## src/rtl/frog_mover.sv

```systemverilog
// Frogger player movement: edge-triggered grid hops, platform carry with edge push-off, goal-row flag.
// Define FROG_HOP_REPEAT_EN to add hold-to-repeat hops; without it only rising edges hop.
module frog_mover #(
  parameter int SCREEN_W     = 640,
  parameter int SCREEN_H     = 480,
  parameter int BLOCK        = 32,
  parameter int END_Y        = 15,
  parameter int COORD_W      = 10,
  parameter int VEL_W        = 4,
  parameter int REPEAT_DELAY = 25000000,
  parameter int REPEAT_RATE  = 8333333
) (
  input  logic               clk,
  input  logic               reset,
  input  logic [1:0]         state,
  input  logic [COORD_W-1:0] init_x,
  input  logic [COORD_W-1:0] init_y,
  input  logic [COORD_W-1:0] frog_size,
  input  logic [3:0]         dpad_level,
  input  logic               collision,
  input  logic               carry_en,
  input  logic [VEL_W-1:0]   carry_vel,
  input  logic               carry_tick,
  output logic [COORD_W-1:0] next_x,
  output logic [COORD_W-1:0] next_y,
  output logic               reached_end,
  output logic               pushed_off,
  output logic               hop_pulse
);

  localparam logic [1:0] ST_PLAYING = 2'd1;
  localparam int SW = COORD_W + 2;
  localparam int UW = SW + 1;
  localparam logic [SW-1:0] BLK_U = SW'(BLOCK);
  localparam logic signed [SW-1:0] BLK_S = SW'(BLOCK);

  // Repeat reload is REPEAT_DELAY-REPEAT_RATE, so the rate may not exceed the delay.
  if (REPEAT_RATE < 1 || REPEAT_RATE > REPEAT_DELAY) begin : g_bad_repeat
    $error("frog_mover: REPEAT_RATE must be in 1..REPEAT_DELAY");
  end

  logic [3:0] prev_level;
  logic       respawn_pend;
  logic       playing;
  logic       respawn;
  logic [3:0] rise;
  logic [3:0] rpt_req;
  logic [3:0] req;

  assign playing = (state == ST_PLAYING);
  assign respawn = respawn_pend | collision;
  assign rise    = dpad_level & ~prev_level;
  assign req     = rise | rpt_req;

`ifdef FROG_HOP_REPEAT_EN
  localparam int CNT_MAX = (REPEAT_DELAY > REPEAT_RATE) ? REPEAT_DELAY : REPEAT_RATE;
  localparam int CNT_W   = (CNT_MAX > 2) ? $clog2(CNT_MAX) : 1;
  localparam logic [CNT_W-1:0] CNT_LAST   = CNT_W'(REPEAT_DELAY - 1);
  localparam logic [CNT_W-1:0] CNT_RELOAD = CNT_W'(REPEAT_DELAY - REPEAT_RATE);

  logic [CNT_W-1:0] rpt_cnt;
  logic             single_held;
  logic             same_held;
  logic             rpt_fire;

  assign single_held = (dpad_level != 4'd0) && ((dpad_level & (dpad_level - 4'd1)) == 4'd0);
  assign same_held   = (dpad_level == prev_level);
  assign rpt_fire    = playing && single_held && same_held && (rpt_cnt == CNT_LAST);
  assign rpt_req     = rpt_fire ? dpad_level : 4'd0;

  // Counter restarts whenever the held pattern is not one stable direction.
  always_ff @(posedge clk or posedge reset) begin
    if (reset) begin
      rpt_cnt <= '0;
    end else if (respawn || !playing || !single_held || !same_held) begin
      rpt_cnt <= '0;
    end else if (rpt_cnt == CNT_LAST) begin
      rpt_cnt <= CNT_RELOAD;
    end else begin
      rpt_cnt <= rpt_cnt + 1'b1;
    end
  end
`else
  assign rpt_req = 4'd0;
`endif

  logic                  go_up, go_down, go_left, go_right;
  logic                  up_ok, down_ok, left_ok, right_ok;
  logic [SW-1:0]         xs, ys, fs;
  logic                  hop_ok;
  logic [COORD_W-1:0]    hop_x, hop_y;
  logic signed [SW-1:0]  hop_dx;
  logic signed [SW-1:0]  vel_s;
  logic signed [SW-1:0]  x_new;
  logic [UW-1:0]         edge_sum;
  logic                  carry_now;
  logic                  under, over;
  logic [COORD_W-1:0]    x_carry;

  assign xs = {2'b00, next_x};
  assign ys = {2'b00, next_y};
  assign fs = {2'b00, frog_size};

  // Priority up > down > left > right; a blocked winner does not fall through.
  assign go_up    = req[2];
  assign go_down  = !req[2] && req[1];
  assign go_left  = !req[2] && !req[1] && req[0];
  assign go_right = (req[2:0] == 3'd0) && req[3];

  assign up_ok    = ys >= BLK_U;
  assign down_ok  = (ys + BLK_U + fs) <= SW'(SCREEN_H);
  assign left_ok  = xs >= BLK_U;
  assign right_ok = (xs + BLK_U + fs) <= SW'(SCREEN_W);

  always_comb begin
    hop_ok = 1'b0;
    hop_x  = next_x;
    hop_y  = next_y;
    hop_dx = '0;
    if (go_up && up_ok) begin
      hop_ok = 1'b1;
      hop_y  = next_y - COORD_W'(BLOCK);
    end else if (go_down && down_ok) begin
      hop_ok = 1'b1;
      hop_y  = next_y + COORD_W'(BLOCK);
    end else if (go_left && left_ok) begin
      hop_ok = 1'b1;
      hop_x  = next_x - COORD_W'(BLOCK);
      hop_dx = -BLK_S;
    end else if (go_right && right_ok) begin
      hop_ok = 1'b1;
      hop_x  = next_x + COORD_W'(BLOCK);
      hop_dx = BLK_S;
    end
  end

  assign carry_now = playing && carry_en && carry_tick;
  assign vel_s     = {{(SW-VEL_W){carry_vel[VEL_W-1]}}, carry_vel};
  assign x_new     = $signed(xs) + vel_s + hop_dx;
  assign edge_sum  = {1'b0, x_new} + UW'(frog_size);
  assign under     = x_new[SW-1];
  assign over      = !under && (edge_sum > UW'(SCREEN_W));

  always_comb begin
    x_carry = x_new[COORD_W-1:0];
    if (under) begin
      x_carry = '0;
    end else if (over) begin
      x_carry = COORD_W'(SCREEN_W) - frog_size;
    end
  end

  always_ff @(posedge clk or posedge reset) begin
    if (reset) begin
      next_x       <= '0;
      next_y       <= '0;
      reached_end  <= 1'b0;
      pushed_off   <= 1'b0;
      hop_pulse    <= 1'b0;
      prev_level   <= 4'd0;
      respawn_pend <= 1'b1;
    end else begin
      prev_level <= dpad_level;
      pushed_off <= 1'b0;
      hop_pulse  <= 1'b0;
      if (respawn) begin
        next_x       <= init_x;
        next_y       <= init_y;
        reached_end  <= 1'b0;
        respawn_pend <= 1'b0;
      end else if (playing) begin
        reached_end <= (next_y <= COORD_W'(END_Y));
        hop_pulse   <= hop_ok;
        next_y      <= hop_y;
        if (carry_now) begin
          next_x     <= x_carry;
          pushed_off <= under || over;
        end else begin
          next_x <= hop_x;
        end
      end
    end
  end

endmodule

```

## config.mk

```make
export PLATFORM = sky130hd
export DESIGN_NAME = frog_mover
export DESIGN_NICKNAME = d
export VERILOG_FILES = /design/src/rtl/frog_mover.sv
export SDC_FILE = /design/constraint.sdc
export NUM_CORES = 1
export LEC_CHECK = 0
export CAP_MARGIN = 40
export CORE_MARGIN = 2
export CORE_UTILIZATION = 35
export CTS_CLUSTER_SIZE = 12
export DETAILED_ROUTE_END_ITERATION = 7
export PLACE_DENSITY = 0.6
export REMOVE_ABC_BUFFERS = 1
export SYNTH_ARGS = -nofsm -noshare
export SYNTH_HDL_FRONTEND = slang
export SYNTH_SLANG_ARGS = --single-unit
```

## constraint.sdc

```tcl
create_clock -name clk -period 14.25 [get_ports clk]
set_input_delay 4.275 -clock clk [delete_from_list [all_inputs] [get_ports clk]]
set_output_delay 4.275 -clock clk [all_outputs]
set_load 0.02 [all_outputs]
```

Word level (Yosys, flattened, before mapping)
Index checks and enable logic that the tools add are counted.
Word-level totals
  bits in registers: 28
  input port bits: 45
Operators by class
  add/sub/neg operators: 12
  order comparisons: 6
  equal/unequal tests: 3
  mux-type cells: 28
  bitwise operators: 3
  reduce and logical (&&, ||, !) cells: 21
Operators with widths (count)
  $mux 10: 13
  $mux 12: 3
  $add 11x10->12: 2
  $add 10x6->11 const B: 2
  $add 10x6->10 const B: 2
  $ge 10x6->1 const B: 2
  $sub 10x6->10 const B: 2
  $add 12x10->13: 1
  $gt 13x10->1 const B: 1
  $add 11x4->12: 1
  $add 12x12->12: 1
  $le 12x10->1 const B: 1
  $le 12x9->1 const B: 1
  $logic_and 1x1->1: 11
  $mux 1: 11
  $le 10x4->1 const B: 1
  $sub 10x10->10 const A: 1
  $mux 6: 1
  $ne 3x3->1 const B: 2
  $and 4x4->4: 1
  $not 4->4: 1
  $reduce_and 4->1: 1
  $reduce_bool 4->1: 1
  $logic_not 1->1: 3
  7 further kinds: 7

Longest topological paths before layout
Gate-level depths: netlist (run 1).
  depth after elaboration: 18
  gate-level depth with buffers: 28

Worst setup path after synthesis (run 1)
Ideal clock, no wire load.
  kind: in2reg
  start: input port frog_size[5]
  end: register next_x[9]
  library setup time: 0.133 ns
  data arrival time: 9.662 ns
  required time: 14.117 ns
  path slack: 4.456 ns
  cell stages on the path: 28
  path buffers: 2
  cells stage by stage: inv_1 > ha_1 > inv_1 > ha_1 > buf_6 > nor4_2 > a21o_1 > nor3_1 > or4_4 > a22oi_1 > nor2_1 > o21ai_0 > fa_1 > ha_1 > o21a_1 > o31ai_2 > a21o_1 > inv_1 > a21oi_1 > xnor2_1 > ha_1 > nor2_1 > a311o_1 > a2111oi_4 > a2bb2oi_2 > buf_6 > mux2i_1 > o22ai_1
Between the ends
  word-level cells in the longest chain between the ends: 16
  elaborated cells on any way between the ends: 24
RTL lines
  from (decl): line 18  | input logic [COORD_W-1:0] frog_size,
  $add 11x10->12: line 113  | assign right_ok = (xs + BLK_U + fs) <= SW'(SCREEN_W);
  $le 12x10->1: line 113
  $logic_and 1x1->1: line 130  | end else if (go_right && right_ok) begin
  $mux 6: line 130
  $mux 12: line 126  | end else if (go_left && left_ok) begin
  $mux 12: line 123  | end else if (go_down && down_ok) begin
  $mux 12: line 120  | if (go_up && up_ok) begin
  $add 12x12->12: line 139  | assign x_new = $signed(xs) + vel_s + hop_dx;
  $add 12x10->13: line 140  | assign edge_sum = {1'b0, x_new} + UW'(frog_size);
  $gt 13x10->1: line 142  | assign over = !under && (edge_sum > UW'(SCREEN_W));
  $logic_and 1x1->1: line 142
  $mux 10: line 148  | end else if (over) begin
  $mux 10: line 146  | if (under) begin
  $mux 10: line 175  | if (carry_now) begin
  $mux 10: line 171  | end else if (playing) begin
  $mux 10: line 166  | if (respawn) begin
  to (signal assigned): line 167  | next_x <= init_x;
  to (signal assigned): line 176  | next_x <= x_carry;
  to (signal assigned): line 179  | next_x <= hop_x;
  to (decl): line 24  | output logic [COORD_W-1:0] next_x,
Several ways; a longest one is shown, not always the timed one. The select of a mux whose other input is x is not followed.
A chain may end at the register's enable or synchronous reset.

Worst setup path in the final report (run 1)
  start: input port frog_size[5]
  end: register next_x[6]
The elaborated chain is that of the path after synthesis.

==> results.cfg, run 1 <==
[sta]
max_slew_margin = 0.531
min_period_ns = 11.02
worstMarginPinSlew_ns = 0.703
drv_slew = 0
rsz0062_at_grt = no
finalSetupViolCount = 0
clock.fmax_mhz = 90.7
final-hold-violation-count = 0
skew_ns = 0.00456
post-route-period-util = 0.774
fin_setup_tns_ns = 0

[run_status]
status = finished clean

[power_and_ir_drop]
switching_share = 0.462
p_comb_frac = 0.698
leakagePower_nw = 2.19
ir_drop_v = 0.0000500
power_density_nw_per_um2 = 117
power.share.clock = 0.141
internal_power_uw = 329
power_frac_seq = 0.161
power_switching_uw = 283

[worst_setup_path]
arrival_ns = 11.21
endpoint_kind = flop
reg2regPathDepth = 26
path_delay_family = compound AO/OA/AOI/OAI gates
crit_slowest_cell = a2bb2oi_2
critical_path.max_fanout = 13
cp.depth = 27
cp_common_cell = ha_1
timing.rr.end = next_x[6]
worstSetupStartpointType = input pin
crit_type = input pin to flop
r2r_start = next_x[5]
critical_path_required_ns = 14.44
max_stage_delay_ns = 0.59
critical_path_buf_inv_count = 3
r2r_slack_ns = 7.19

[logic_synthesis]
yosys.area.top_type = ha_1
synth_edf_count = 0
synth-seq-area-share = 0.164
syn_avg_cell_area_sq_um = 8.39
yosysMostFrequentCell = ha_1
synthTopCellsByArea = ha_1 (21%), dfrtp_1 (16%), fa_1 (4.7%)
netlist.area_leader.share = 0.208
synthFlopType = dfrtp_1
syn_inst = 509
ys_warn_count = 0
synth_async_sr_flop_share = 1.00
ys_top_cells_by_count = ha_1 (71), nand2_1 (46), inv_1 (37), nor2_1 (33), a21oi_1 (32)
synth_area_sq_um = 4270
yosys_register_bits = 28
yosysUniqueCellTypes = 76

[min_path]
hold_end = next_y[0]
min_path_cells = 2
hold_path.startpoint = next_y[0]
hold_path.class = flop to flop

[floorplanning]
dieHeight_microns = 114
die-width_microns = 114
io_pins = 68
die_area_sq_um = 13100
initial_core_util = 0.357
rows = 40
core_area_sq_um = 12000

[placement]
gp_congestion = 0.935
dpl.hpwl_microns = 9410
place_area_sq_um = 5100
io_buffers = 67

[cells_and_area]
multi_input_area_sq_um = 3370
fillCellCount = 1189
num_antenna_cells = 0
final_area_sq_um = 5200
area.sequential_sq_um = 702
nets = 703
area_growth_pct = 21.8
layout-drive-gt1-share = 0.0556

[cts]
path_clk_slew_ns = 0.08
cts-root-buf = clkbuf_16
cts.repair.resized = 0
cts_tree = done
htreeDepth = 1
hold_buffers = 0
cts-buffers-inserted = 3
clkLatencyLatePin_ns = 0.27
numClockSinks = 28
cts_max_path_buffers = 2
cts_setup_buffers = 0

[routing]
ant_nets = 0
wl_microns = 11600
drt_pre_antenna_iters = 5
drt_iter0_drc = 251
wl_per_cell_microns = 16.0
vias = 4058
viasPerCell = 5.61
drc = 0

[grt]
overflow = 0
grt_max_degree = 29
antenna_found_initial = 0
grt_usage = 0.180
grt_pass1_vias = 3868
grt_first_pass_wirelength_microns = 19200

[flow_run]
drv_cap = 0
==> worst max path at each step <==
stage                     end    startpoint  slack, ns
finish              next_x[6]  frog_size[5]       3.23
CTS                 next_x[6]  frog_size[5]       3.24
global placement    next_x[9]  frog_size[5]       3.06
global route        next_x[6]  frog_size[1]       2.72
detailed placement  next_x[6]  frog_size[5]       2.97
floorplan           next_x[9]  frog_size[5]       4.34
==> placed cells by master (no fill, tap or decap), types with 4 or more instances in the layout <==
cell type         n
ha_1             71
clkdlybuf4s50_1  67
nand2_1          46
inv_1            37
nor2_1           33
a21oi_1          32
dfrtp_1          27
o21ai_0          23
xnor2_1          22
nand3_1          15
nor3_1           15
or3_1            11
nand2b_1         10
fa_1             10
a21o_1            8
nand4_1           8
a22oi_1           8
a31oi_1           7
a211oi_1          7
mux2i_1           7
xor2_1            7
or2_2             5
nor2b_1           5
and2_1            4
o221ai_1          4
a21boi_0          4
a221oi_1          4
buf_4             4
==> through the flow <==
stage	cells	power [mW]	hold slack, ns	utilization	setup WS [ns]
2_1_floorplan	500	0.419	0.604	-	4.34
3_3_place_gp	717	0.516	0.495	0.425	3.06
3_5_place_dp	719	0.520	0.502	0.426	2.97
4_1_cts	723	0.612	0.525	0.435	3.24
5_1_grt	723	0.665	0.549	0.435	2.72
6_report	723	0.611	0.513	0.435	3.23
==> kinds of logic after synthesis <==
family | share of synthesized area
fa+ha+maj | 0.255
xor+xnor | 0.0595
mux | 0.0190
simple gates | 0.209
other cells | 0.000878
compound gates | 0.245
flops | 0.164
buf+inv | 0.0474
==> sequential cells by signal, indices dropped and copies added (netlist names) <==
register      flops
reached_end       1
hop_pulse         1
respawn_pend      1
next_x           10
next_y           10
prev_level        4
pushed_off        1
==> power by group through the flow <==
| stage | registers [mW] | logic [mW] | clock network [mW] |
|---|---|---|---|
| floorplan | 0.104 | 0.315 | 0 |
| global placement | 0.100 | 0.416 | 0 |
| detailed placement | 0.100 | 0.420 | 0 |
| CTS | 0.0988 | 0.423 | 0.0904 |
| global route | 0.100 | 0.473 | 0.0917 |
| finish | 0.0986 | 0.426 | 0.0862 |
==> layer usage <==
layer	wire length, microns	vias to the layer above	GRT usage
met5	0	-	0
met4	129	0	0.0285
met3	665	10	0.0201
met2	5150	123	0.294
met1	5630	1895	0.259
li1	-	2030	-
==> area by class of cell <==
type | instances | share of cell area
Clock inverter | 1 | 0.00577
Inverter | 37 | 0.0267
Sequential cell | 28 | 0.135
Timing Repair Buffer | 72 | 0.135
Multi-Input combinational cell | 435 | 0.647
Clock buffer | 3 | 0.0144
Tap cell | 147 | 0.0354
==> worst register-to-register path, cell delays in order, from the launching register on <==
cell       delay, ns
dfrtp_1         0.53
inv_1           0.18
ha_1            0.31
inv_1           0.04
ha_1            0.39
nor4_2          0.33
a21o_1          0.14
nor3_1          0.05
or4_4           0.50
a22oi_1         0.20
nor2_1          0.06
o21ai_0         0.31
fa_1            0.49
ha_1            0.36
o21a_1          0.13
o31ai_2         0.09
nand2b_1        0.11
a21oi_1         0.18
xnor2_1         0.20
ha_1            0.33
a21oi_1         0.26
o221a_2         0.25
xnor2_1         0.09
o311a_1         0.41
a2bb2oi_2       0.59
nand4_1         0.19
a32oi_1         0.25
(Power assumes the default switching activity.)
==> run 2: changes to the inputs <==
==> constraint.sdc (replaced) <==
create_clock -name clk -period 10.3 [get_ports clk]
set_input_delay 3.09 -clock clk [delete_from_list [all_inputs] [get_ports clk]]
set_output_delay 3.09 -clock clk [all_outputs]
set_load 0.02 [all_outputs]
==> results.cfg, run 2 (synthesis results as in run 1) <==
[sta]
drv_slew = 0
fin_setup_tns_ns = 0
final-hold-violation-count = 0
post-route-period-util = 0.932
finalSetupViolCount = 0
skew_ns = 0.00722
max_slew_margin = 0.402
clock.fmax_mhz = 104
rsz0062_at_grt = no
worstMarginPinSlew_ns = 0.874
setup_slack_ns = 0.699
min_period_ns = 9.60

[routing]
wl_per_cell_microns = 16.3
vias = 4075
wl_microns = 11900
ant_nets = 0
drt_iter0_drc = 257
viasPerCell = 5.59
drt_pre_antenna_iters = 5
drc = 0

[floorplanning]
dieHeight_microns = 114
die_area_sq_um = 13100
rows = 40
die-width_microns = 114
initial_core_util = 0.357
core_area_sq_um = 12000
io_pins = 68

[cts]
cts-buffers-inserted = 3
clkLatencyLatePin_ns = 0.27
htreeDepth = 1
cts.repair.resized = 0
path_clk_slew_ns = 0.08
cts_max_path_buffers = 2
cts_tree = done
hold_buffers = 0
numClockSinks = 28
cts_setup_buffers = 0
cts-root-buf = clkbuf_16

[power_and_ir_drop]
power_switching_uw = 393
ir_drop_v = 0.0000664
internal_power_uw = 461
p_comb_frac = 0.702
leakagePower_nw = 2.23
power_density_nw_per_um2 = 163
power.share.clock = 0.138
switching_share = 0.460
power_frac_seq = 0.160
power_uw = 855

[placement]
place_ws_ns = 0.425
gp_congestion = 0.910
dpl.hpwl_microns = 9730
io_buffers = 67

[grt]
overflow = 0
antenna_found_initial = 0
grt_pass1_vias = 3937
grt-busiest-layer = met2
use_met1 = 0.265
grt_usage = 0.184
grtUsageMet2 = 0.297
grt_max_degree = 29
grtUsageMet3 = 0.0185
grt_first_pass_wirelength_microns = 19500

[worst_setup_path]
worstSetupStartpointType = input pin
endpoint_kind = flop
timing.rr.end = next_x[6]
reg2regPathDepth = 27
critical_path_required_ns = 10.49
r2r_start = next_x[5]
crit_type = input pin to flop
critical_path.max_fanout = 13
r2r_slack_ns = 3.45
arrival_ns = 9.79

[cells_and_area]
layout-drive-gt1-share = 0.0670
fillCellCount = 1203
area_growth_pct = 22.9
final_common_cell = ha_1
reg.largest.list = next_x (10), next_y (10), prev_level (4)
layout_common_cells = ha_1 (71), clkdlybuf4s50_1 (67), nand2_1 (46)
nets = 709
num_antenna_cells = 0

[min_path]
min_path_cells = 2
hold_end = next_y[3]
hold_path.class = flop to flop
hold_path.startpoint = next_y[3]

[flow_run]
drv_cap = 0

[run_status]
status = finished clean
[run 2: critical path, cell delays in order]
cell and delay (ns):
clkdlybuf4s50_1 0.57, inv_1 0.11, ha_1 0.28, inv_1 0.04
ha_1 0.39, nor4_2 0.33, a21o_1 0.14, nor3_1 0.05
or4_4 0.51, a22oi_1 0.21, nor2_1 0.06, o21ai_0 0.32
fa_1 0.50, ha_1 0.35, o21a_1 0.13, o31ai_2 0.09
a21o_1 0.23, inv_1 0.06, a21oi_1 0.17, xnor2_1 0.21
ha_1 0.39, nor2_1 0.07, a311o_1 0.41, and2_1 0.20
a2bb2oi_2 0.13, buf_4 0.19, or3_1 0.38, a32oi_1 0.18
[run 2: worst max-delay path by stage]
stage	startpoint	end	slack [ns]	cells after the start
3_3_place_gp	frog_size[5]	next_x[6]	0.56	28
4_1_cts	frog_size[5]	next_x[6]	0.69	28
2_1_floorplan	frog_size[5]	next_x[9]	1.58	26
6_report	frog_size[5]	next_x[6]	0.70	28
3_5_place_dp	frog_size[5]	next_x[5]	0.43	28
5_1_grt	frog_size[5]	next_x[6]	0.33	28
[run 2: cell type report]
type,instances,area (sq um),area share
Inverter,37,139,0.0265
Multi-Input combinational cell,435,3370,0.641
Clock inverter,1,30.0,0.00572
Tap cell,147,184,0.0350
Timing Repair Buffer,78,753,0.143
Clock buffer,3,75.1,0.0143
Sequential cell,28,702,0.134
[run 2: through the flow]
stage	util	hold slack (ns)	cells	instance area, sq um
detailed placement	0.430	0.502	725	5140
global placement	0.429	0.497	724	5140
CTS	0.439	0.518	729	5250
global route	0.439	0.550	729	5250
finish	0.439	0.507	729	5250
floorplan	-	0.604	500	4210
[run 2: layer usage]
| layer | vias up | share of wire |
|---|---|---|
| met1 | 1889 | 0.49 |
| met4 | 0 | 0.017 |
| met3 | 12 | 0.054 |
| met5 | - | 0 |
| met2 | 136 | 0.44 |
| li1 | 2038 | - |
[run 2: power by group through the flow]
stage | logic [mW] | clock network (mW) | registers [mW]
floorplan | 0.435 | 0 | 0.144
detailed placement | 0.592 | 0 | 0.139
global placement | 0.583 | 0 | 0.139
global route | 0.666 | 0.126 | 0.139
CTS | 0.596 | 0.123 | 0.137
finish | 0.600 | 0.118 | 0.137
==> run 3: changes to the inputs <==
--- a/config.mk
+++ b/config.mk
@@ -6,11 +6,13 @@
 export NUM_CORES = 1
 export LEC_CHECK = 0
 export CAP_MARGIN = 40
+export CELL_PAD_IN_SITES_DETAIL_PLACEMENT = 1
+export CELL_PAD_IN_SITES_GLOBAL_PLACEMENT = 2
 export CORE_MARGIN = 2
-export CORE_UTILIZATION = 35
+export CORE_UTILIZATION = 33
 export CTS_CLUSTER_SIZE = 12
 export DETAILED_ROUTE_END_ITERATION = 7
-export PLACE_DENSITY = 0.6
+export PLACE_DENSITY = 0.86
 export REMOVE_ABC_BUFFERS = 1
 export SYNTH_ARGS = -nofsm -noshare
 export SYNTH_HDL_FRONTEND = slang
==> results.cfg, run 3 (synthesis results as in run 1) <==
[run_status]
status = finished clean

[sta]
finalSetupViolCount = 0
rsz0062_at_grt = no
setup_slack_ns = 0.513
worstMarginPinSlew_ns = 0.872
fin_setup_tns_ns = 0
max_slew_margin = 0.404
clock.fmax_mhz = 102
skew_ns = 0.00339
drv_slew = 0
whs_ns = 0.521
post-route-period-util = 0.950
final-hold-violation-count = 0
min_period_ns = 9.79

[cts]
cts_max_path_buffers = 2
cts-buffers-inserted = 3
htreeDepth = 1
cts_setup_buffers = 0
path_clk_slew_ns = 0.07
cts.repair.resized = 0
cts-root-buf = clkbuf_16
clkLatencyLatePin_ns = 0.26
hold_buffers = 0
cts_tree = done
numClockSinks = 28

[placement]
placedCellCount = 751
gp_congestion = 0.905
place_ws_ns = 0.254
dpl.hpwl_microns = 11100
place_area_sq_um = 5180
io_buffers = 67

[cells_and_area]
layout-drive-gt1-share = 0.0686
layout_common_cells = ha_1 (71), clkdlybuf4s50_1 (67), nand2_1 (46)
num_antenna_cells = 0
multi_input_area_sq_um = 3370
area.sequential_sq_um = 702
utilization = 0.419
final_area_sq_um = 5290
reg.largest.list = next_x (10), next_y (10), prev_level (4)
fillCellCount = 1562
area_growth_pct = 23.8
final_common_cell = ha_1
nets = 710
fin_cells = 755

[worst_setup_path]
critical_path_required_ns = 10.47
endpoint_kind = flop
arrival_ns = 9.96
r2r_slack_ns = 3.28
reg2regPathDepth = 27
critical_path.max_fanout = 13
r2r_start = next_x[5]
crit_type = input pin to flop
crit_end = next_x[6]
crit_start = frog_size[5]
worstSetupStartpointType = input pin
timing.rr.end = next_x[6]

[floorplanning]
rows = 41
core_area_sq_um = 12600
io_pins = 68
die_area_sq_um = 13900
die-width_microns = 118
dieHeight_microns = 118
initial_core_util = 0.338

[routing]
drc = 0
drt_pre_antenna_iters = 4
viasPerCell = 5.49
ant_nets = 0
vias = 4142
drt_iter0_drc = 170
wl_per_cell_microns = 17.6
wl_microns = 13300

[min_path]
hold_path.class = flop to flop

[grt]
grt_first_pass_wirelength_microns = 22600
grt_usage = 0.195
grt_max_degree = 29
antenna_found_initial = 0
grt_pass1_vias = 4472
overflow = 0

[flow_run]
drv_cap = 0

[power_and_ir_drop]
power_density_nw_per_um2 = 165
leakagePower_nw = 2.23
power_uw = 871
ir_drop_v = 0.0000733
==> run 3: metal layers <==
layer | wire [microns] | track usage | part of all wire
met5 | 0 | 0 | 0
met4 | 205 | 0.0316 | 0.015
met3 | 377 | 0.0228 | 0.028
met2 | 6190 | 0.330 | 0.47
met1 | 6500 | 0.272 | 0.49
==> run 3: worst min path at each step <==
stage,from,to,slack [ns],cells past startpoint
6_report,next_y[2],next_y[2],0.52,2
3_5_place_dp,next_y[3],next_y[3],0.51,2
4_1_cts,next_y[3],next_y[3],0.53,2
5_1_grt,next_y[3],next_y[3],0.55,2
3_3_place_gp,next_y[2],next_y[2],0.50,2
2_1_floorplan,next_y[0],next_y[0],0.60,2
==> run 3: worst max-delay path: stages <==
cell             delay [ns]
clkdlybuf4s50_1        0.57
inv_1                  0.11
ha_1                   0.28
inv_1                  0.04
ha_1                   0.42
nor3b_1                0.10
a211oi_1               0.23
a2bb2oi_1              0.09
or4_1                  0.60
a22oi_1                0.18
nor2_1                 0.07
o21ai_0                0.36
fa_1                   0.50
ha_1                   0.35
o21a_1                 0.13
o31ai_2                0.09
nand2b_1               0.11
a21oi_1                0.19
xnor2_1                0.24
ha_1                   0.34
a21oi_1                0.28
o221a_2                0.27
xnor2_1                0.16
o311a_1                0.28
a2bb2oi_2              0.07
buf_4                  0.20
or3_1                  0.40
a32oi_1                0.22
==> run 3: cell type report <==
cell class	count	area share
multi-input combinational	435	0.637
timing repair buffer	79	0.144
sequential	28	0.133
tap	172	0.0407
inverter	37	0.0263
clock buffer	3	0.0142
clock inverter	1	0.00568
==> run 3: report_power, final <==
| group | switching (mW) | internal [mW] | leakage (nW) |
|---|---|---|---|
| clock | 0.0408 | 0.0775 | 0.0511 |
| combinational | 0.349 | 0.267 | 1.84 |
| sequential | 0.0180 | 0.119 | 0.337 |
==> variant 1: new RTL, config.mk and constraints of run 2 <==
Add a define of `FROG_HOP_REPEAT_EN`.
--- a/src/rtl/frog_mover.sv
+++ b/src/rtl/frog_mover.sv
@@ -1,4 +1,6 @@
 // Frogger player movement: edge-triggered grid hops, platform carry with edge push-off, goal-row flag.
 // Define FROG_HOP_REPEAT_EN to add hold-to-repeat hops; without it only rising edges hop.
+`define FROG_HOP_REPEAT_EN
+
 module frog_mover #(
   parameter int SCREEN_W     = 640,
Behaviour: no difference found for any inputs over 4 cycles, from zero or initial values and one cycle with reset high; that may be too few to reach the edited logic, so the function may still have changed.
==> variant 1 against run 2 <==
Design area up 23%; worst setup slack lost 0.21 ns; area after synthesis rose by 25%; sequential cell count grew 25; routed wire length up 17%; power is 6.6% higher; via count grew 16%; count of clock-buffer cells in the layout rose by 2; largest cell class unchanged; largest power group unchanged.
==> variant 1: results (changes against run 2) <==
Global Route Usage Sum 0.1780 (-0.005976); vias per cell 5.443 (-2.6%); FF/Latch Area 1328 um^2 (+89%); later-pin clock latency in the skew report 0.30 ns (+0.03 ns); Min-Delay Path Depth 1 (-1); Seq cells post-synth 53 (+89%); Layout Nets 814 (+15%); count of multi-input gates 509 (+17%); Area contributors post-synth dfrtp_1 24%, ha_1 18%, xor2_1 4.7%; status finished clean; Netlist cell types 72 (-5.3%); Critical Path AT 9.98 ns (+0.19 ns); Layout fillers 1496 (+24%); worst-path fanout max 6 (-7); fraction of area in multi-input gates 0.5960 (-0.04532); largest net degree at the start of global routing 54 (+86%); first-pass GRT wire length 23650 um (+21%); hold path start rpt_cnt[0]; post-synthesis sequential area ratio 0.2477 (+0.08340); worst reg2reg setup slack 3.30 ns (-0.15 ns); worst hold endpoint rpt_cnt[0]; Post-Synth XOR/XNOR Area 0.09316 (+0.03370); Mean Syn Cell Area 8.814 um^2 (+5.0%); number of global-route vias before repair 4754 (+21%); adder-cell share of the synthesized area 0.2148 (-0.04003); P_leak 2.781 nW (+25%); Max VDD drop 70.89 uV (+6.7%); Final Wtd Congestion 0.9239 (+1.5%)
==> variant 1: cell types whose count changed after synthesis, sizes merged, moves of 8 or more <==
cell	delta
nand2b	-8
and3	+15
nor2	+25
xor2	+22
dfrtp	+25
==> variant 1: per-layer routing <==
| layer | GRT usage | up-vias | wire length [um] |
|---|---|---|---|
| li1 | - | 2368 | - |
| met1 | 0.2358 | 2267 | 6627 |
| met2 | 0.3133 | 101 | 6855 |
| met3 | 0.02170 | 10 | 379 |
| met4 | 0.03555 | 0 | 103 |
| met5 | 0 | - | 0 |
==> variant 1: worst max-delay path, cell delays in order <==
cell	delay, ns
clkdlybuf4s50_1	0.60
inv_1	0.10
ha_1	0.28
inv_1	0.03
ha_1	0.35
or4b_2	0.60
o211ai_1	0.10
a211oi_1	0.09
o22ai_1	0.19
nand3_1	0.12
a31o_2	0.27
fa_1	0.46
ha_1	0.36
and3_1	0.19
a2111o_1	0.46
a21o_1	0.19
a21oi_1	0.17
xnor2_1	0.12
ha_1	0.25
or4b_2	0.68
nor3_1	0.15
and3_1	0.18
o211ai_1	0.08
a32oi_1	0.31
buf_4	0.23
mux2i_1	0.21
o22ai_1	0.10
==> variant 1: logic make-up after synthesis <==
kind of cell	after synthesis
AND/OR/NAND/NOR	213
AO/OA/AOI/OAI	137
adder cells (fa/ha/maj)	86
XOR/XNOR	57
flip-flops	53
buffers and inverters	46
multiplexers	15
other	1
==> variant 1: how the worst max path moves through the flow <==
stage | from | end | slack, ns | cells after the start
after detailed placement | frog_size[5] | next_x[8] | 0.25 | 27
after floorplan | frog_size[3] | next_x[7] | 0.69 | 24
final | frog_size[5] | next_x[2] | 0.49 | 27
after CTS | frog_size[5] | next_x[8] | 0.52 | 27
after global placement | frog_size[5] | next_x[8] | 0.38 | 27
after global routing | frog_size[0] | next_x[6] | 0.12 | 28
==> variant 2: new RTL, settings of run 2 <==
Without the edit above. Register the input `init_x` before use, without a reset. The logic sees it one clock later. The other inputs are not delayed to match.
--- a/src/rtl/frog_mover.sv
+++ b/src/rtl/frog_mover.sv
@@ -34,4 +34,10 @@
   localparam logic [SW-1:0] BLK_U = SW'(BLOCK);
   localparam logic signed [SW-1:0] BLK_S = SW'(BLOCK);
+
+  logic [COORD_W-1:0] init_x_q;
+
+  always_ff @(posedge clk) begin
+    init_x_q <= init_x;
+  end
 
   // Repeat reload is REPEAT_DELAY-REPEAT_RATE, so the rate may not exceed the delay.
@@ -165,5 +171,5 @@
       hop_pulse  <= 1'b0;
       if (respawn) begin
-        next_x       <= init_x;
+        next_x       <= init_x_q;
         next_y       <= init_y;
         reached_end  <= 1'b0;
Check against the original RTL: not equivalent (Yosys sat finds a counterexample within 4 cycles, from zero or initial values and one cycle with reset high).
==> variant 2 against run 2 <==
Die area increased by 2.1%; global-route usage increased by 0.36 points; clock skew decreased by 0.0029 ns; routed wire length increased by 0.86%; power decreased by 1.6%; design area increased by 3.6%; worst setup slack got worse by 0.078 ns; count of clock-buffer cells in the layout increased by 4; first-iteration DRC count decreased by 51%; sequential cell count increased by 10; clock power increased by 34%; area after synthesis increased by 2.1%; final cell count increased by 3.4%; largest power group unchanged.
==> variant 2: results (changes against run 2) <==
status finished clean; total clock buffers created by CTS 5 (+2); Clock transition at path regs 0.06 ns (-0.02 ns); mux contribution to synthesized area 0.01921 (+0.0001750); Layout Nets 711 (+0.28%); Area contributors post-synth ha_1 20%, dfrtp_1 15%, dfxtp_1 4.6%; placed insts 745 (+2.8%); Post-Synth XOR/XNOR Area 0.06022 (+0.0007626); Worst-Margin Slew 0.6473 ns (-0.2264 ns); largest net degree at the start of global routing 31 (+6.9%); Netlist cell types 75 (-1.3%); Setup WS post-layout 0.6207 ns (-0.07803 ns); internal power 0.4795 mW (+3.9%); Non-Filler Instances 754 (+3.4%); post-DR wirelength/cell 15.94 um (-2.5%); worst-path fanout max 16 (+3); Compound-Gate Fraction of Synth Area 0.2369 (-0.008287); Clock Skews 0.004298 ns (-0.002922 ns); P_leak 2.388 nW (+7.3%); Async SR Flop Fraction 0.7368 (-0.2632); H-tree levels 2 (+1); drt first-iter violations 127 (-51%); ratio of cells with drive above 1 in the final layout 0.06314 (-0.003870); Largest regs init_x_q x10, next_x x10, next_y x10; CP startpoint frog_size[1]; Critical Path AT 9.87 ns (+0.08 ns); dpl cell area 5276 um^2 (+2.6%); hold path start init_x_q[3]
-- variant 2: cell type report --
| class | instances | area [um^2] |
|---|---|---|
| inverters | 33 | 123.9 |
| fillers | 1224 | 6675 |
| repair buffers | 78 | 753.2 |
| multi-input cells | 429 | 3299 |
| clock buffers | 7 | 142.6 |
| well taps | 168 | 210.2 |
| clock inverters | 1 | 5.005 |
| flip-flops and latches | 38 | 902.1 |
-- variant 2: worst min-delay path by stage --
stage / end / depth (start not counted) / slack, ns
after detailed placement: next_x[3] / 2 / 0.45
after CTS: next_x[3] / 2 / 0.46
after floorplan: next_x[3] / 2 / 0.42
final: next_x[3] / 2 / 0.46
after global placement: next_x[3] / 2 / 0.45
after global routing: next_x[4] / 2 / 0.51
-- variant 2: worst max-delay path, delay by kind of cell --
kind                     cells  cell delay [ns]
XOR/XNOR                     1             0.11
buffers and inverters        1             0.57
adder cells (fa/ha/maj)      5             1.78
AO/OA/AOI/OAI               16             2.87
multiplexers                 2             0.52
AND/OR/NAND/NOR              6             0.90
-- variant 2: per-layer routing --
metal  vias to the layer above  wire [um]  GRT usage
met5                         -          0          0
met4                         0        109    0.03889
met3                         9        526    0.01831
met2                       104       5864     0.3326
met1                      1952       5520     0.2489
li1                       2028          -          -
-- variant 2: power by group through the flow --
stage | Clock, mW | Combinational, mW | Sequential (mW)
final | 0.158 | 0.507 | 0.176
after global placement | 0 | 0.489 | 0.179
after floorplan | 0 | 0.362 | 0.183
after global routing | 0.167 | 0.565 | 0.179
after CTS | 0.162 | 0.499 | 0.177
after detailed placement | 0 | 0.495 | 0.179
-- variant 2: cells by family after synthesis --
group	after synthesis
adder cells (fa/ha/maj)	81
other	1
buffers and inverters	42
AND/OR/NAND/NOR	161
flip-flops	38
XOR/XNOR	30
AO/OA/AOI/OAI	148
multiplexers	8
